--- src/rtl/adder_pkg.sv ---
// Constants shared by the adder family.
package adder_pkg;

    localparam int unsigned DEFAULT_ADDER_WIDTH = 4;

endpackage

--- src/rtl/full_adder.sv ---
// One-bit full adder: the leaf cell of the ripple chain.
module full_adder (
    input  logic a,
    input  logic b,
    input  logic cin,
    output logic s,
    output logic cout
);

    logic p;

    assign p    = a ^ b;
    assign s    = p ^ cin;
    assign cout = (a & b) | (cin & p);

endmodule

--- src/rtl/ripple_carry_adder.sv ---
// Ripple-carry adder with one register stage: {Cout, Sum} = A + B + Cin.
// Ovf flags signed overflow as carry-into-MSB xor carry-out-of-MSB.
module ripple_carry_adder
    import adder_pkg::*;
#(
    parameter int unsigned WIDTH = DEFAULT_ADDER_WIDTH
) (
    input  logic             clk,
    input  logic             rst_n,
    input  logic             in_valid,
    input  logic [WIDTH-1:0] A,
    input  logic [WIDTH-1:0] B,
    input  logic             Cin,
    output logic [WIDTH-1:0] Sum,
    output logic             Cout,
    output logic             Ovf,
    output logic             out_valid
);

    logic [WIDTH:0]   c;
    logic [WIDTH-1:0] sum_d, sum_q;
    logic             cout_d, cout_q;
    logic             ovf_d, ovf_q;
    logic             valid_q;

    assign c[0] = Cin;

    for (genvar i = 0; i < WIDTH; i++) begin : g_chain
        full_adder u_fa (
            .a    (A[i]),
            .b    (B[i]),
            .cin  (c[i]),
            .s    (sum_d[i]),
            .cout (c[i+1])
        );
    end

    // For WIDTH = 1, c[WIDTH-1] is c[0], i.e. Cin.
    assign cout_d = c[WIDTH];
    assign ovf_d  = c[WIDTH] ^ c[WIDTH-1];

    // Result registers only load on in_valid, so X on idle inputs never propagates.
    always_ff @(posedge clk or negedge rst_n) begin
        if (!rst_n) begin
            sum_q   <= '0;
            cout_q  <= 1'b0;
            ovf_q   <= 1'b0;
            valid_q <= 1'b0;
        end else begin
            valid_q <= in_valid;
            if (in_valid) begin
                sum_q  <= sum_d;
                cout_q <= cout_d;
                ovf_q  <= ovf_d;
            end
        end
    end

    assign Sum       = sum_q;
    assign Cout      = cout_q;
    assign Ovf       = ovf_q;
    assign out_valid = valid_q;

endmodule

--- config.mk ---
export PLATFORM = sky130hd
export DESIGN_NAME = ripple_carry_adder
export DESIGN_NICKNAME = d
export VERILOG_FILES = /design/src/rtl/adder_pkg.sv /design/src/rtl/full_adder.sv /design/src/rtl/ripple_carry_adder.sv
export SDC_FILE = /design/constraint.sdc
export NUM_CORES = 1
export LEC_CHECK = 0
export ABC_AREA = 1
export CAP_MARGIN = 20
export CORE_AREA = 2 2 39 41
export CTS_CLUSTER_DIAMETER = 30
export CTS_CLUSTER_SIZE = 40
export DETAILED_ROUTE_END_ITERATION = 10
export DIE_AREA = 0 0 41 43
export PLACE_DENSITY = 0.59
export SLEW_MARGIN = 15
export SYNTH_ARGS = -nofsm -noshare
export SYNTH_HDL_FRONTEND = slang
export SYNTH_SLANG_ARGS = --single-unit
--- constraint.sdc ---
create_clock -name clk -period 0.9 [get_ports clk]
set_input_delay 0.135 -clock clk [delete_from_list [all_inputs] [get_ports clk]]
set_output_delay 0.135 -clock clk [all_outputs]
set_load 0.005 [all_outputs]
==> summary by stage <==
Status
The run finished, with violations left. The checks that failed: negative setup slack.

Timing
The setup TNS is -2530 ps. The hold violation total from the final report is 0. Clock skew on the completed layout was measured at 0 ps. For the pin with the worst max-slew slack, the measured transition is between 300 and 400 ps. The clock period minus final worst setup slack is between 1500 and 2000 ps. Setup repair after global routing could not meet its margin everywhere. The highest attainable clock frequency is roughly 0.6 GHz. The count of pins over their slew limit is 0. The number of setup violations in the final report is 5. Headroom to the max-slew limit came out at 78.9%. Across all setup checks in the final design, the least slack found is -756 ps. After layout, the worst path uses 184% of the clock period.

Floorplanning
The die is between 40 and 50 µm tall. 19 I/O pins were placed. After floorplanning, the core was divided into 14 placement rows.

The area of the placeable core is 1380 µm². The die covers 1760 µm². In this run the horizontal extent of the chip is 41 µm. For this configuration, the core starts out at a cell density of 26.1%.

CTS
CTS built an H-tree with a depth of 1. The number of buffers inserted for hold repair after clock tree synthesis is 0. The later-pin clock latency in the skew report is around 250 ps. The cell at the root of the clock tree is clkbuf_4.

The number of CTS-inserted buffers is 3. The TritonCTS clock tree is yes. The clock passes through at most 2 buffers. CTS saw 7 sinks.

After clock tree synthesis, the clock-pin slew on the worst setup and hold paths is 50 ps.

Finish
The layout cell share with drive strength beyond 1 is 49.3%. The end-of-flow core utilization is a little under half. The library cell used most frequently in the layout, excluding fill and tap cells, is nand2_1. The net count of the finished layout is 84. The library cells used most frequently in the layout, excluding fill and tap cells, are nand2_1, buf_2, dfrtp_1, buf_4, clkdlybuf4s50_1. The area added between synthesis and finish is 74.0%. In the final layout, the multi-input gates occupy 170 µm². After filler insertion, the fill cell instance count of the layout stands at around 150. 0 antenna diodes ended up in the layout. The area taken by flip-flops and latches is 175 µm².

Global route
The via count of the first global-routing pass is 339. Across every metal layer, demand over resource in global routing totals 11.9%. The largest net degree at the start of global routing is 10.

The number of antenna violations at the first check in global routing is 0. After global routing the overflow that remains totals 0. The wire length of the first global-routing pass is 1.32 mm.

Detailed routing
Wires add up to 867 µm. For this run, design rule violations remaining after detail routing come to 0. After the first detailed-routing iteration, the DRC count stood at 6.

In the final routed layout, each cell accounts on average for 10.4 µm. Dividing the detail-routed via count by the number of cells gives 4.17. Before antenna repair, the detailed router went through 3 iterations. The routed layout has roughly 350 vias.

In this run the remaining antenna-violating nets after routing total 0.

Yosys
The sequential cell area fraction in the yosys report is around 48%. The average instance in the mapped netlist occupies around 9.8 µm². In this run the cell area of the synthesized design comes to 362 µm². The synthesized flop and latch total is 7. Yosys printed 0 warnings. The number of cells produced by synthesis is 37. When the netlist entered floorplanning its net count stood at 53.

The number of distinct library cells after synthesis is 8.

Worst setup path
Counting cells, the worst reg-to-reg path comes to 4. The capture instance of the worst register-to-register path is Ovf. The largest single stage delay on the critical path is 430 ps. Counting stages on the worst path, the most repeated cell is fa_2. The maximum net fanout on the critical path is 2. The critical path capture point type is a flop. The worst register-to-register path begins at Ovf. The worst setup path is of the in2reg kind. Among all stages on the critical path, the largest delay is contributed by fa_2. The nature of the critical path startpoint is an input pin. The data arrival time of the critical path is 1830 ps. The signal on the critical path passes through buf_6 -> fa_2 -> inv_2 -> fa_2 -> inv_2 -> fa_2 -> inv_2 -> fa_2 -> o21ai_2. The endpoint required time on the critical path is 1080 ps. For flop-to-flop paths, the worst setup slack is 80 ps.

Power and ir drop
The maximum vdd drop is ~530 µV. For this design the ratio of total power to cell area is 1540 nW/µm². The leakage power is 0.332 nW.

Worst hold path
The class of the worst hold path is in2async.

Placed design
The half-perimeter wire length after detailed placement is between 600 and 700 µm. The final weighted congestion of routability-driven global placement is 0.600. In this run the tool buffered the top-level ports with 18 buffer cells.

Job
Max-cap violations in this run came to 0.
[kinds of logic (layout without fill, tap and decap cells)]
family / after synthesis / count (layout) / synth area share [%]
and+or+nand+nor: 14 / 14 / 14.9
AOI/OAI and AO/OA: 3 / 3 / 5.19
buffers and inverters: 9 / 39 / 9.34
adders and majority gates: 4 / 4 / 22.1
DFF: 7 / 7 / 48.4
[state kept, by name (all words and copies together) (netlist names)]
| name | flops |
|---|---|
| Cout | 1 |
| Sum | 4 |
| Ovf | 1 |
| out_valid | 1 |
[worst max path at each step]
| stage | start | end | slack [ps] | depth (start not counted) |
|---|---|---|---|---|
| after floorplan | A[0] | Sum[3] | -860 | 8 |
| after global placement | A[0] | Sum[3] | -1360 | 9 |
| after detailed placement | A[0] | Sum[3] | -1380 | 9 |
| after CTS | A[0] | Sum[3] | -830 | 9 |
| after global routing | B[0] | Sum[3] | -830 | 9 |
| final | B[0] | Sum[3] | -760 | 9 |
[where the power goes]
group          total (W)  internal, W  switching (W)  leakage (nW)
combinational   0.000309     0.000184       0.000125         0.233
sequential      0.000380     0.000360      0.0000199        0.0845
clock           0.000283     0.000169       0.000114        0.0150
total           0.000972     0.000713       0.000259         0.332
[routing by layer]
metal | vias up | part of all wire [%] | global-route usage, %
li1 | 170 | - | -
met1 | 158 | 33 | 10.6
met2 | 14 | 55 | 20.9
met3 | 4 | 8.1 | 1.57
met4 | 0 | 3.6 | 10.0
met5 | - | 0 | 0
[repair_timing]
action	4_1_cts	5_1_grt
endpoints found under the setup margin	13	9
buffers inserted	4	0
pin swaps	6	7
resized for setup	44	3
[stage by stage]
| step | total power [W] | area (µm²) | worst slack [ps] | instances | hold slack, ps |
|---|---|---|---|---|---|
| detailed placement | 0.000685 | 602 | -1380 | 75 | 416 |
| finish | 0.000972 | 629 | -756 | 83 | 140 |
| global placement | 0.000678 | 602 | -1360 | 75 | 418 |
| floorplan | 0.000486 | 372 | -859 | 37 | -161 |
| CTS | 0.000965 | 616 | -828 | 83 | 151 |
| global route | 0.00105 | 629 | -834 | 83 | 157 |
[critical path: cells and delay by family]
family                     cells  cell delay, ps
AOI/OAI and AO/OA              1             110
adders and majority gates      4            1320
buffers and inverters          4             260
[synthesized netlist by cell type]
| library cell | number | area share (%) |
|---|---|---|
| nand2_1 | 13 | 13 |
| o21ai_2 | 1 | 2.4 |
| dfrtp_1 | 7 | 48 |
| o21ai_1 | 2 | 2.8 |
| inv_1 | 8 | 8.3 |
| fa_1 | 4 | 22 |
| inv_2 | 1 | 1.0 |
| nand3_1 | 1 | 1.4 |
[cell type report]
type                            instances  area share [%]
Inverter                                9            5.37
Sequential cell                         7            27.8
Tap cell                               16            3.18
Clock buffer                            4            4.17
Timing Repair Buffer                   26            32.4
Multi-Input combinational cell         21            27.0
Power figures use the tool's default switching activity.
